--- config.mk ---
export PLATFORM = sky130hd
export DESIGN_NAME = instruction_fetch_unit
export DESIGN_NICKNAME = d
export VERILOG_FILES = /design/src/rtl/processor_defs_pkg.sv /design/src/rtl/instruction_fetch_unit_fifo.sv /design/src/rtl/instruction_fetch_unit.sv
export SDC_FILE = /design/constraint.sdc
export NUM_CORES = 1
export LEC_CHECK = 0
export ABC_AREA = 1
export BUFFER_PORTS_ARGS = -buffer_cell sky130_fd_sc_hd__buf_2
export CORE_ASPECT_RATIO = 0.5
export CORE_UTILIZATION = 40
export CTS_BUF_LIST = sky130_fd_sc_hd__clkbuf_8 sky130_fd_sc_hd__clkbuf_16
export CTS_CLUSTER_DIAMETER = 120
export DETAILED_ROUTE_END_ITERATION = 12
export PLACE_DENSITY = 0.63
export SETUP_SLACK_MARGIN = 0.05
export SLEW_MARGIN = 20
export SYNTH_ARGS = -nofsm -noshare
export SYNTH_HDL_FRONTEND = slang
export SYNTH_SLANG_ARGS = --single-unit
--- constraint.sdc ---
create_clock -name clk -period 1.3 [get_ports clk]
set_input_delay 0.26 -clock clk [delete_from_list [all_inputs] [get_ports clk]]
set_output_delay 0.26 -clock clk [all_outputs]
set_load 0.01 [all_outputs]
--- src/rtl/processor_defs_pkg.sv ---
// Shared processor definitions: default widths, reset PC and the
// fetch-buffer entry layout {pc, data}. Used by the fetch unit, the RAM
// and the decoder.
package processor_defs_pkg;

    localparam int ADDR_W_DEF = 15;
    localparam int DATA_W_DEF = 32;

    localparam logic [ADDR_W_DEF-1:0] RESET_PC_DEF = '0;

    // Fetch-buffer entry: PC in the upper bits, instruction word below it.
    typedef struct packed {
        logic [ADDR_W_DEF-1:0] pc;
        logic [DATA_W_DEF-1:0] data;
    } fetch_entry_t;

    function automatic fetch_entry_t make_entry(
        input logic [ADDR_W_DEF-1:0] pc,
        input logic [DATA_W_DEF-1:0] data
    );
        fetch_entry_t e;
        e.pc   = pc;
        e.data = data;
        return e;
    endfunction

endpackage

--- src/rtl/instruction_fetch_unit_fifo.sv ---
// ifu_fifo: synchronous prefetch FIFO, DEPTH x W, with flush.
// DEPTH must be a power of two so the pointers wrap naturally.
// Reset clears pointers, count and storage; flush clears pointers and
// count only (stale storage is never visible because empty masks it).
module ifu_fifo
    import processor_defs_pkg::*;
#(
    parameter int DEPTH = 2,
    parameter int W     = ADDR_W_DEF + DATA_W_DEF
) (
    input  logic         clk,
    input  logic         reset_n,
    input  logic         flush,
    input  logic         push,
    input  logic         pop,
    input  logic [W-1:0] wdata,
    output logic [W-1:0] rdata,
    output logic         empty,
    output logic         full
);

    localparam int PTR_W = $clog2(DEPTH);
    localparam int CNT_W = $clog2(DEPTH + 1);

    logic [W-1:0]     mem [DEPTH];
    logic [PTR_W-1:0] wr_ptr;
    logic [PTR_W-1:0] rd_ptr;
    logic [CNT_W-1:0] count;
    logic             do_push;
    logic             do_pop;

    // Guard against overflow/underflow; a pop frees the slot a full push needs.
    always_comb begin
        do_pop  = pop & ~empty;
        do_push = push & (~full | do_pop);
    end

    // Storage, pointers and occupancy.
    always_ff @(posedge clk or negedge reset_n) begin
        if (!reset_n) begin
            for (int i = 0; i < DEPTH; i++) mem[i] <= '0;
            wr_ptr <= '0;
            rd_ptr <= '0;
            count  <= '0;
        end else if (flush) begin
            wr_ptr <= '0;
            rd_ptr <= '0;
            count  <= '0;
        end else begin
            if (do_push) begin
                mem[wr_ptr] <= wdata;
                wr_ptr      <= wr_ptr + 1'b1;
            end
            if (do_pop) rd_ptr <= rd_ptr + 1'b1;
            case ({do_push, do_pop})
                2'b10:   count <= count + 1'b1;
                2'b01:   count <= count - 1'b1;
                default: count <= count;
            endcase
        end
    end

    // Head of queue and status flags.
    always_comb begin
        rdata = mem[rd_ptr];
        empty = (count == '0);
        full  = (count == CNT_W'(DEPTH));
    end

endmodule

--- src/rtl/instruction_fetch_unit.sv ---
// instruction_fetch_unit: drives the RAM fetch port from the fetch PC,
// buffers {pc, word} pairs in a prefetch FIFO and hands them to decode
// over valid/ready. Redirects flush the FIFO and reload the PC.
// Optional feature macro: IFU_PERF_EN adds saturating fetch/stall counters.
module instruction_fetch_unit
    import processor_defs_pkg::*;
#(
    parameter int              ADDR_W   = ADDR_W_DEF,
    parameter int              DATA_W   = DATA_W_DEF,
    parameter int              DEPTH    = 2,
    parameter logic [ADDR_W-1:0] RESET_PC = ADDR_W'(RESET_PC_DEF)
) (
    input  logic              clk,
    input  logic              reset_n,
    input  logic              fetch_en,
    input  logic              redirect_valid,
    input  logic [ADDR_W-1:0] redirect_pc,
    output logic [ADDR_W-1:0] fetch_address,
    input  logic [DATA_W-1:0] fetch_out,
    output logic              inst_valid,
    input  logic              inst_ready,
    output logic [DATA_W-1:0] inst_data,
`ifdef IFU_PERF_EN
    output logic [31:0]       perf_fetch_count,
    output logic [31:0]       perf_stall_count,
`endif
    output logic [ADDR_W-1:0] inst_pc
);

    localparam int EW = ADDR_W + DATA_W;

    logic [ADDR_W-1:0] fetch_pc;
    logic [EW-1:0]     head;
    logic              fifo_empty;
    logic              fifo_full;
    logic              pop;
    logic              issue;

    // Handshake and issue decision; redirect suppresses any push.
    always_comb begin
        inst_valid    = ~fifo_empty;
        pop           = inst_valid & inst_ready;
        issue         = fetch_en & ~redirect_valid & (~fifo_full | pop);
        fetch_address = fetch_pc;
        inst_pc       = head[EW-1 -: ADDR_W];
        inst_data     = head[DATA_W-1:0];
    end

    // Fetch PC: redirect wins, otherwise advance by one word per issue.
    always_ff @(posedge clk or negedge reset_n) begin
        if (!reset_n)            fetch_pc <= RESET_PC;
        else if (redirect_valid) fetch_pc <= redirect_pc;
        else if (issue)          fetch_pc <= fetch_pc + 1'b1;
    end

    ifu_fifo #(
        .DEPTH (DEPTH),
        .W     (EW)
    ) u_fifo (
        .clk     (clk),
        .reset_n (reset_n),
        .flush   (redirect_valid),
        .push    (issue),
        .pop     (pop),
        .wdata   ({fetch_pc, fetch_out}),
        .rdata   (head),
        .empty   (fifo_empty),
        .full    (fifo_full)
    );

`ifdef IFU_PERF_EN
    // Saturating counters: pushes, and cycles where decode holds off a valid head.
    always_ff @(posedge clk or negedge reset_n) begin
        if (!reset_n) begin
            perf_fetch_count <= '0;
            perf_stall_count <= '0;
        end else begin
            if (issue && perf_fetch_count != '1)
                perf_fetch_count <= perf_fetch_count + 1'b1;
            if (inst_valid && !inst_ready && perf_stall_count != '1)
                perf_stall_count <= perf_stall_count + 1'b1;
        end
    end
`endif

endmodule

# Word level (Yosys, flattened, before mapping)
# Index checks and enable logic that the tools add are counted.
# W data, S select, Z words.
# classes
bitwise	12
n_div	0
n_mul	0
magnitude_cmp	3
muxes	14
addsub	5
reduce_logical	7
n_eq_ne	3
shifts	0
# op_table
cell	count
$mux W47	4
$bwmux W94	1
$demux W47 S1	1
$mux W15	2
$add A15 B1 Y15 const B	1
$reduce_bool A2 Y1	3
$and A1 B1 Y1	5
$eq A2 B2 Y1 const B	2
$ge A2 B2 Y1 const B	2
$mux W1	4
$not A1 Y2	2
$pmux W2 S2	1
$not A1 Y1	3
$reduce_bool A3 Y1	1
$add A1 B1 Y1 const B	2
$add A2 B1 Y2 const B	1
$eq A2 B1 Y1 const B	1
$logic_not A2 Y1	1
$lt A2 B1 Y1 const B	1
$mux W2	1
$or A1 B1 Y1	2
$reduce_and A2 Y1	1
$sub A2 B1 Y2 const B	1
$logic_and A1 B1 Y1	1
# totals
wordCells	50
latch_bits	0
ff_bits	113
ramBits	0
mem_count	0
mem_bits_ro	0

# Logic depth before layout (Yosys ltp)
# Gate-level depths: netlist (run 1).
# depth
ltp_word	9
ltp_mapped	11
mapped_depth_nobuf	9

# Modules after synthesis
# A second synthesis (run 1) with hierarchy kept.
# hier_totals
cells_unflattened	706
area_unflattened_um2	5705.5
# modules_own_cells
mod	area_each_um2	cells_each	n_inst	seq_area_each_um2
ifu_fifo	4503.1	540	1	2452.4
instruction_fetch_unit	1202.4	166	1	375.4

# Worst setup path after synthesis (run 1)
# Ideal clock, no wire load.
# synth_timing
kind	register to register
startpoint	reg fetch_pc[1], in the netlist fetch_address[1]
endpoint	reg fetch_pc[12], in the netlist fetch_address[12]
setup_ps	65
arrival_ps	1313
t_required_ps	1235
path_slack_ps	-77
path_stages_with_launch	8
path_cell_list	dfrtp_1 ha_1 nand3_1 nor2_2 nand2_1 o21ai_0 nand2_1 nand2_1
# synth_between
elab_chain_cells	3
# synth_rtl
item	line	rtl
from (decl)	instruction_fetch_unit.sv:32	logic [ADDR_W-1:0] fetch_pc;
from (signal assigned)	instruction_fetch_unit.sv:52	else if (redirect_valid) fetch_pc <= redirect_pc;
from (signal assigned)	instruction_fetch_unit.sv:53	else if (issue) fetch_pc <= fetch_pc + 1'b1;
$add A15 B1 Y15	instruction_fetch_unit.sv:53	
$mux W15	instruction_fetch_unit.sv:53	
$mux W15	instruction_fetch_unit.sv:52	
# No other way between the ends. The select of a mux whose other input is x is not followed.
# A chain may end at the register's enable or synchronous reset.

# Worst setup path in the final report (run 1)
# layout_timing
startpoint	reg u_fifo.rd_ptr
endpoint	out inst_data[5]
# layout_between
elab_chain_cells	4
# layout_rtl
item	line	rtl
from (decl)	instruction_fetch_unit_fifo.sv:27	logic [PTR_W-1:0] rd_ptr;
from (signal assigned)	instruction_fetch_unit_fifo.sv:54	if (do_pop) rd_ptr <= rd_ptr + 1'b1;
$not A1 Y2 (implied by the code)	instruction_fetch_unit_fifo.sv:65	rdata = mem[rd_ptr];
$mux W47 (implied by the code) (3 in series)	instruction_fetch_unit_fifo.sv:65	
to (decl)	instruction_fetch_unit.sv:22	output logic [DATA_W-1:0] inst_data,
# No other way between the ends. The select of a mux whose other input is x is not followed.

==> results of run 1 <==
==> layout by cell type (no fill, tap or decap), types with 2 or more instances in the layout <==
cell type / count
inv_1: 58
dfrtp_2: 2
nand4_1: 5
dfrtp_1: 111
buf_6: 41
buf_16: 23
clkinv_4: 2
nand2_4: 80
inv_2: 2
o21ai_1: 19
buf_12: 26
nor2_2: 3
nand2_8: 3
o21ai_4: 3
nand2_2: 37
nand3_1: 12
inv_4: 2
nand3_2: 10
xor2_1: 2
clkinv_2: 6
clkbuf_8: 2
o211ai_1: 6
xor2_2: 2
buf_2: 100
buf_4: 31
buf_8: 5
nor2_1: 4
clkbuf_16: 20
nand3_4: 2
nor2_4: 3
bufinv_16: 3
nand2_1: 186
o21ai_2: 79
==> what timing repair did <==
action,CTS,global route
buffers inserted,45,20
resized for setup,208,222
endpoints found under the hold margin,19,0
pin swaps,19,22
setup endpoints to repair,155,172
cloned,31,3
hold buffers,1,0
==> flip-flops by register name, summed over array words and instances (netlist names) <==
name,flops
u_fifo.rd_ptr,1
u_fifo.mem,94
fetch_address,15
u_fifo.count,2
u_fifo.wr_ptr,1
==> routing by layer <==
layer | vias up | GRT usage
met5 | - | 0
met2 | 220 | 0.4106
met1 | 2772 | 0.3927
met3 | 27 | 0.05233
met4 | 0 | 0.08081
li1 | 2574 | -
==> where the power goes <==
part	total [mW]	internal, mW	leakage, nW	switching [mW]
Sequential	5.35	4.41	1.41	0.938
Clock	4.74	3.08	0.305	1.66
Combinational	5.41	2.74	3.18	2.67
Total	15.5	10.2	4.89	5.26
==> final cells by class <==
cell class | count | area, µm²
Sequential cell | 113 | 2830
Tap cell | 170 | 212.7
Multi-Input combinational cell | 462 | 3164
Inverter | 63 | 266.5
Clock inverter | 13 | 143.9
Clock buffer | 19 | 452.9
Fill cell | 862 | 3374
Timing Repair Buffer | 230 | 2509
==> worst min-delay path, cell delays in order <==
cell and delay [ps]:
buf_2 70, nand2_1 40, nand3_1 60
==> cell usage after synthesis <==
master | number | area [µm²]
o21ai_2 | 29 | 254.0
buf_1 | 4 | 15.01
xor2_1 | 4 | 35.03
clkbuf_1 | 11 | 41.29
inv_4 | 3 | 18.77
nand2_4 | 4 | 45.04
nand2_1 | 302 | 1134
xnor2_1 | 1 | 8.760
nor2_1 | 9 | 33.78
dfrtp_1 | 113 | 2828
inv_1 | 60 | 225.2
a21oi_1 | 2 | 10.01
nand3_1 | 23 | 115.1
o21ai_0 | 52 | 260.3
nand3_2 | 1 | 10.01
buf_2 | 5 | 25.02
clkbuf_2 | 1 | 5.000
ha_1 | 1 | 12.51
buf_6 | 14 | 157.7
o211ai_1 | 6 | 45.04
a31oi_1 | 1 | 6.260
nand4_1 | 5 | 31.28
o21ai_1 | 21 | 105.1
nor2_2 | 1 | 6.260
==> stage by stage <==
stage | hold WS, ps | util | area, µm² | cells
2_1_floorplan | -35.59 | - | 5449 | 673
3_5_place_dp | 187.1 | 0.4913 | 6364 | 956
4_1_cts | 61.79 | 0.6793 | 8800 | 1064
5_1_grt | 77.73 | 0.7395 | 9579 | 1070
6_report | 66.24 | 0.7395 | 9579 | 1070
3_3_place_gp | 187.4 | 0.4913 | 6364 | 956
==> cell families (layout without fill, tap and decap cells) <==
logic type,count (synthesis),in the layout,share of synthesized area
AO/OA/AOI/OAI,111,111,0.1254
XOR/XNOR,5,5,0.008068
adder cells (fa/ha/maj),1,1,0.002305
buffers and inverters,98,325,0.08990
flip-flops,113,113,0.5210
AND/OR/NAND/NOR,345,345,0.2533
==> worst paths after layout <==
path,slack (ps),startpoint,to
setup / recovery,-410,u_fifo.rd_ptr,inst_data[5]
hold / removal,70,redirect_pc[6],fetch_address[6]
setup reg to reg,-160,u_fifo.count[0],u_fifo.mem[76]
hold reg to reg,490,u_fifo.mem[61],u_fifo.mem[61]
max in group asynchronous,440,reset_n,u_fifo.mem[45]
min in group asynchronous,300,reset_n,u_fifo.count[1]
==> reports/results.ini, run 1 <==
[timing]
tns_ps=-22110
timing.final.crit_share=1.316
maxSlewViolCount=0
setup_viol=143
rsz0062_at_grt=true
fin_ws_ps=-410.5
fmax_ghz=0.5846
fin_skew_ps=8.326
max_slew_margin=0.7746
tightestPinTransition_ps=336.6
hold_viol=0
fin_crit_ps=1710

[outcome]
violations=negative setup slack
status=finished, violations left

[final_layout]
syn_to_final_growth_pct=76.49
antenna_cells=0
fin_nets=940
drive_above_1_share=0.5467

[critical_path]
path_depth=5
end_kind=output pin
crit_path_frequent_cell=nand2_1
slowest_stage=dfrtp_2
path_max_fanout=9
cp_num_buf_inv=3
path_delay_family=buffers and inverters
cp-start-kind=register
cp.required_ps=1040
worst-r2r-cell-count=10
critical_path_class=reg2out
arrival_ps=1450
path_cells=clkinv_4 -> clkbuf_16 -> nand2_1 -> nand2_1 -> buf_2
slowest_delay_ps=410

[cts]
cts-root-buf=clkbuf_16
cts_buffer_depth=2
htree_levels=4
clock-sinks=113
tritoncts=done
clk_latency_ps=410
clk_pin_slew_ps=50
cts_buffers=17

[detailed_routing]
remaining_drc_errors=0
wl_met2_um=9113
first_pass_iters=5
wl_met1_um=9096
top_layer_used=met4
drtIter0Drc=398
drt-wirelength-per-cell_um=18.54
vias_per_cell=5.227
vias=5593
postRouteWirelength_um=19830
postRouteAntennaNets=0
wl_met3_um=1339

[placed_design]
pre_cts_ws_ps=11.10
dp_hpwl_um=8630
gp_congestion=0.8458
io_buffers=114

[grt]
grt_max_degree=44
grt_overflow=0
grt_usage=0.2706
antenna_found_initial=0
grt_pass1_vias=5316
grt_pass1_wl_um=28770

[yosys]
yosysSeqAreaShare=0.5210
syn_avg_cell_area_um2=8.065
postSynthCellCount=673
yosys_warnings=0
ys_types=24
syn_area_mm2=0.005428
synth_fp_nets=726
ys_ff_latch=113

[power]
power.leakage_nw=4.889
peakVddDrop_mv=0.9921
total_power_mw=15.50
p_per_area_mw_per_mm2=1618

[floorplanning]
die_y_um=84.37
die_w_um=166.7
pin_count=115
die-area_mm2=0.01407
core_area_mm2=0.01295
start_util=0.4190
fp-row-count=29

[run]
drv_cap=0

[worst_hold_path]
whs_path_depth=3
min_path_type=in2reg

(Power assumes the default switching activity.)
==> inputs of run 2 (changes only) <==
--- a/config.mk
+++ b/config.mk
@@ -6,6 +6,7 @@
 export NUM_CORES = 1
 export LEC_CHECK = 0
 export ABC_AREA = 1
+export ABC_CLOCK_PERIOD_IN_PS = 1300
 export BUFFER_PORTS_ARGS = -buffer_cell sky130_fd_sc_hd__buf_2
 export CORE_ASPECT_RATIO = 0.5
 export CORE_UTILIZATION = 40
@@ -17,4 +18,5 @@
 export SLEW_MARGIN = 20
 export SYNTH_ARGS = -nofsm -noshare
 export SYNTH_HDL_FRONTEND = slang
+export SYNTH_HIERARCHICAL = 1
 export SYNTH_SLANG_ARGS = --single-unit
==> reports/results.ini, run 2 <==
[outcome]
status=finished, violations left
violations=negative setup slack

[critical_path]
arrival_ps=2130  ; +680 ps
critical_path_class=reg2reg
end_kind=register
path_cells=inv_2 -> buf_4 -> nand2_4 -> inv_2 -> nand2_4 -> nand2_8 -> inv_8 -> buf_6 -> buf_6 -> nand3_4 -> buf_12 -> clkbuf_16 -> nand2_1 -> o21ai_1
path_max_fanout=7  ; -2
cp.required_ps=1610  ; +570 ps
cp-start-kind=register
slowest_stage=dfrtp_1
reg2reg_setup_slack_ps=-520  ; -360 ps
slowest_delay_ps=400  ; about the same

[detailed_routing]
remaining_drc_errors=0  ; unchanged
postRouteAntennaNets=0  ; unchanged
vias=5721  ; +2.3%
drtIter0Drc=323  ; -19%
first_pass_iters=6  ; +1
vias_per_cell=5.085  ; -2.7%
postRouteWirelength_um=20190  ; +1.8%
drt-wirelength-per-cell_um=17.94  ; -3.2%

[cts]
tritoncts=done
clk_latency_ps=410  ; about the same
clk_pin_slew_ps=60  ; about the same
cts_buffers=17  ; unchanged
clock-sinks=113  ; unchanged
cts-root-buf=clkbuf_16
cts_buffer_depth=2  ; unchanged
htree_levels=4  ; unchanged

[timing]
tns_ps=-59270  ; -37160 ps
tightestPinTransition_ps=373.3  ; +36.65 ps
fin_skew_ps=14.31  ; +5.983 ps
fmax_ghz=0.5482  ; -6.2%
hold_viol=0  ; unchanged
maxSlewViolCount=0  ; unchanged
rsz0062_at_grt=true
fin_ws_ps=-524.2  ; -113.8 ps
max_slew_margin=0.7511  ; -0.02344
fin_crit_ps=1824  ; +113.8 ps
timing.final.crit_share=1.403  ; +0.08752
setup_viol=161  ; +13%

[placed_design]
placed_cells=1025  ; +7.2%
io_buffers=114  ; unchanged
gp_congestion=0.8052  ; -4.8%
dp_hpwl_um=9321  ; +8.0%
pre_cts_ws_ps=-268.8  ; -279.9 ps

[final_layout]
fin_nets=975  ; +3.7%
final_cell_mix=nand2_1, dfrtp_1, nand2_2, nand2_4, buf_2
final_common_cell=nand2_1
regMostFlops=u_fifo/mem
finalNonFillerCells=1125  ; +5.1%
antenna_cells=0  ; unchanged
fillers=919  ; +6.6%
post-route-util=0.7209  ; -0.01855
syn_to_final_growth_pct=73.60
largest_reg_flops=94  ; unchanged
drive_above_1_share=0.5916  ; +0.04497

[grt]
grt_pass1_wl_um=27900  ; -3.0%
grt_max_degree=36  ; -18%
grt_usage=0.2487  ; -0.02188
grt_pass1_vias=5419  ; +1.9%
antenna_found_initial=0  ; unchanged
grt_overflow=0  ; unchanged

[yosys]
syn_area_mm2=0.005705  ; +5.1%
yosys.area_share.simple=0.2890  ; +0.03569
synthAdderAreaFrac=0.002193  ; -0.0001122
synth_top_family_by_area=simple AND/OR/NAND/NOR gates
yosys_warnings=6  ; +6
synth-edff-count=0  ; unchanged
ys.flop_type=dfrtp_1
ys_ff_latch=113  ; unchanged
synth.area.top_cells=dfrtp_1, nand2_1, inv_1
synth_xor_area_frac=0.003070  ; -0.004998
synth_fp_nets=759  ; +4.5%
yosysTopAreaCell=dfrtp_1
ys_types=34  ; +42%
synth_top_cells_by_count=nand2_1, dfrtp_1, inv_1, o21ai_0, o21ai_2
postSynthCellCount=706  ; +4.9%
async_flop_share=1.000  ; unchanged
synth_compound_area_frac=0.1083  ; -0.01707
syn_avg_cell_area_um2=8.081  ; +0.20%
synthMuxAreaShare=0.001754  ; +0.001754
synthDominantCellAreaShare=0.4956  ; -0.02536
yosysSeqAreaShare=0.4956  ; -0.02536
yosysMostFrequentCell=nand2_1

[power]
power.leakage_nw=5.252  ; +7.4%
peakVddDrop_mv=1.223  ; +23%
p_per_area_mw_per_mm2=2100  ; +30%

[run]
drv_cap=0  ; unchanged

[floorplanning]
core_area_mm2=0.01374  ; +6.1%
die-area_mm2=0.01477  ; +5.0%
die_w_um=170.9  ; +2.5%
fp-row-count=30  ; +3.4%
pin_count=115  ; unchanged
die_y_um=86.45  ; +2.5%
start_util=0.4153  ; -0.003708

[worst_hold_path]
min_path_type=in2reg

[run 2: cell types whose count changed in the layout (fill, tap and decap cells not counted), sizes merged, moves of 7 or more]
| cell | delta |
|---|---|
| nand3 | +17 |
| nand2 | +8 |
| buf | -7 |
| inv | +20 |
| clkinv | -7 |
[run 2: worst paths after layout]
check / from / cells past startpoint / to
min in group asynchronous: reset_n / 2 / fetch_address[7]
worst min-delay path: redirect_pc[7] / 3 / fetch_address[7]
worst max register to register: u_fifo/count[0] / 14 / u_fifo/mem[91]
worst min register to register: u_fifo/mem[69] / 2 / u_fifo/mem[69]
worst max-delay path: u_fifo/count[0] / 14 / u_fifo/mem[91]
max in group asynchronous: reset_n / 3 / u_fifo/rd_ptr
[run 2: timing repair]
| action | 4_1_cts | 5_1_grt |
|---|---|---|
| hold buffers | 1 | 0 |
| setup endpoints to repair | 176 | 171 |
| setup buffers | 49 | 6 |
| pin swaps | 15 | 63 |
| resized for setup | 160 | 260 |
| endpoints found under the hold margin | 19 | 0 |
| gates cloned | 19 | 10 |
[run 2: stage by stage]
stage | cell area (µm²) | hold slack, ps | total power, mW
floorplan | 5746 | -35.59 | 9.125
finish | 9905 | 67.11 | 20.80
CTS | 8812 | 59.86 | 17.78
global placement | 6768 | 198.5 | 11.16
detailed placement | 6768 | 197.1 | 11.29
global route | 9905 | 68.56 | 21.86
[run 2: logic make-up (layout without fill, tap and decap cells)]
logic type      after synthesis  count (layout)
mux                           1               1
simple gates                376             377
buf+inv                     113             339
xor+xnor                      2               2
fa+ha+maj                     1               1
compound gates              100             100
flops                       113             113
[run 2: worst max-delay path: cells and delay by family, from the launching register on]
kind	cells	cell delay [ps]
AO/OA/AOI/OAI	1	130
flip-flops	1	400
AND/OR/NAND/NOR	5	330
buffers and inverters	8	860
[run 2: cell type report]
cell class,count,area [µm²],share of cell area
Clock inverter,13,188.9,0.01908
Sequential cell,113,2836,0.2864
Multi-Input combinational cell,481,3376,0.3408
Tap cell,192,240.2,0.02425
Clock buffer,17,425.4,0.04295
Timing Repair Buffer,229,2510,0.2534
Inverter,80,327.8,0.03310
[run 2: metal layers]
metal / vias up / part of all wire / global-route usage
met5: - / 0 / 0
met4: 0 / 0.018 / 0.05844
met3: 37 / 0.055 / 0.05251
li1: 2656 / - / -
met1: 2811 / 0.45 / 0.3517
met2: 217 / 0.48 / 0.3922
[run 2: where the power goes]
part / internal (mW) / switching, mW
Clock: 3.19 / 1.73
Combinational: 4.82 / 4.63
Sequential: 4.91 / 1.51
Total: 12.9 / 7.87
==> inputs of run 3 (changes only) <==
--- a/config.mk
+++ b/config.mk
@@ -13,7 +13,7 @@
 export CTS_BUF_LIST = sky130_fd_sc_hd__clkbuf_8 sky130_fd_sc_hd__clkbuf_16
 export CTS_CLUSTER_DIAMETER = 120
 export DETAILED_ROUTE_END_ITERATION = 12
-export PLACE_DENSITY = 0.63
+export PLACE_DENSITY = 0.69
 export SETUP_SLACK_MARGIN = 0.05
 export SLEW_MARGIN = 20
 export SYNTH_ARGS = -nofsm -noshare
==> reports/results.ini, run 3 (synthesis results as in run 2) <==
[outcome]
status=finished, violations left
violations=negative setup slack

[final_layout]
drive_above_1_share=0.6125  ; +0.02089
largest_reg_flops=94  ; unchanged
final_common_cell=nand2_1
regMostFlops=u_fifo/mem
syn_to_final_growth_pct=75.44
final_cell_mix=nand2_1, dfrtp_1, nand2_2, o21ai_2, nand2_4
fin_nets=982  ; +0.72%
post-route-util=0.7286  ; +0.007650
antenna_cells=0  ; unchanged

[cts]
tritoncts=done
clk_latency_ps=410  ; about the same
clk_pin_slew_ps=60  ; about the same
htree_levels=4  ; unchanged
cts_buffer_depth=2  ; unchanged
cts_buffers=17  ; unchanged
clock-sinks=113  ; unchanged
cts-root-buf=clkbuf_16

[critical_path]
arrival_ps=2140  ; about the same
r2r_end=u_fifo/mem[70]
worst-r2r-cell-count=14  ; unchanged
regToRegStartpoint=u_fifo/count[0]
critical_path_class=reg2reg
crit_start=u_fifo/count[0]
cp-start-kind=register
cp.required_ps=1640  ; +30 ps
cp-endpoint=u_fifo/mem[70]
path_max_fanout=7  ; unchanged
reg2reg_setup_slack_ps=-510  ; +20 ps
end_kind=register

[timing]
rsz0062_at_grt=true
maxSlewViolCount=0  ; unchanged
hold_viol=0  ; unchanged
tightestPinTransition_ps=329.4  ; -43.87 ps
timing.final.crit_share=1.389  ; -0.01399
tns_ps=-65140  ; -5874 ps
fin_skew_ps=8.680  ; -5.629 ps
fin_ws_ps=-506.1  ; +18.19 ps
fin_crit_ps=1806  ; -18.19 ps
max_slew_margin=0.7804  ; +0.02925
setup_viol=164  ; +1.9%
fmax_ghz=0.5537  ; +1.0%
holdWs_ps=73.31  ; +6.196 ps

[grt]
antenna_found_initial=0  ; unchanged
grt_pass1_wl_um=29300  ; +5.0%
grt_max_degree=41  ; +14%
grt_overflow=0  ; unchanged
grt_usage=0.2624  ; +0.01369
grt_pass1_vias=5743  ; +6.0%

[power]
power.leakage_nw=5.201  ; -0.97%
total_power_mw=20.85  ; +0.24%
peakVddDrop_mv=1.232  ; +0.80%
p_per_area_mw_per_mm2=2083  ; -0.81%

[detailed_routing]
first_pass_iters=6  ; unchanged
vias=5992  ; +4.7%
drt-wirelength-per-cell_um=19.39  ; +8.1%
remaining_drc_errors=0  ; unchanged
postRouteAntennaNets=0  ; unchanged
vias_per_cell=5.284  ; +3.9%
drtIter0Drc=375  ; +16%
postRouteWirelength_um=21990  ; +8.9%

[run]
drv_cap=0  ; unchanged

[floorplanning]
die_w_um=170.9  ; unchanged
start_util=0.4153  ; unchanged
die_y_um=86.45  ; unchanged
die-area_mm2=0.01477  ; unchanged
fp-row-count=30  ; unchanged
core_area_mm2=0.01374  ; unchanged
pin_count=115  ; unchanged

[placed_design]
gp_congestion=0.8155  ; +1.3%
io_buffers=114  ; unchanged
dp_hpwl_um=9364  ; +0.47%

[worst_hold_path]
min_path_type=in2reg

==> run 3: cell type report <==
cell class / instances / area (µm²)
Clock inverter: 13 / 121.4
Clock buffer: 19 / 452.9
Fill cell: 865 / 3729
Sequential cell: 113 / 2836
Timing Repair Buffer: 236 / 2579
Multi-Input combinational cell: 481 / 3455
Tap cell: 192 / 240.2
Inverter: 80 / 325.3
==> run 3: through the flow <==
| step | cells | area (µm²) | setup slack [ps] |
|---|---|---|---|
| final | 1134 | 10010 | -506.1 |
| after CTS | 1134 | 9086 | -409.3 |
| after detailed placement | 1029 | 6810 | -256.0 |
| after global placement | 1029 | 6810 | -184.0 |
| after floorplan | 706 | 5746 | -420.8 |
| after global routing | 1134 | 10010 | -573.3 |
==> run 3: power breakdown <==
group	total (mW)	switching, mW	internal [mW]	leakage [nW]
clock network	4.60	1.72	2.88	0.284
registers	6.48	1.57	4.91	1.43
logic	9.77	4.84	4.93	3.49
==> run 3: per-layer routing <==
metal,up-vias,GRT usage,share of wire
met2,266,0.4482,0.49
met1,2966,0.3376,0.41
met4,0,0.08685,0.040
li1,2674,-,-
met3,86,0.05114,0.061
met5,-,0,0
==> run 3: critical path: stages, from the launching register on <==
cell and delay (ps):
dfrtp_1 350, inv_2 60, nand2_2 70, inv_2 50, inv_4 60, nand2_4 70, nand2_4 100, nand2_8 70
inv_8 70, buf_12 100, nand3_4 140, buf_12 190, buf_8 130, buf_16 140, o21ai_2 120
==> run 3: worst min path at each step <==
stage | startpoint | end | cells past startpoint
after floorplan | reset_n | fetch_address[0] | 0
final | redirect_pc[5] | fetch_address[5] | 3
after CTS | redirect_pc[5] | fetch_address[5] | 3
after global routing | redirect_pc[5] | fetch_address[5] | 3
after detailed placement | reset_n | u_fifo/mem[48] | 1
after global placement | reset_n | u_fifo/mem[48] | 1
==> run 3: repair_timing <==
item	in CTS	in global routing
setup endpoints to repair	175	173
setup buffers	54	11
pin swaps	21	45
hold endpoints to repair	17	0
cloned	22	6
gates resized for setup	207	255
hold buffers	1	0
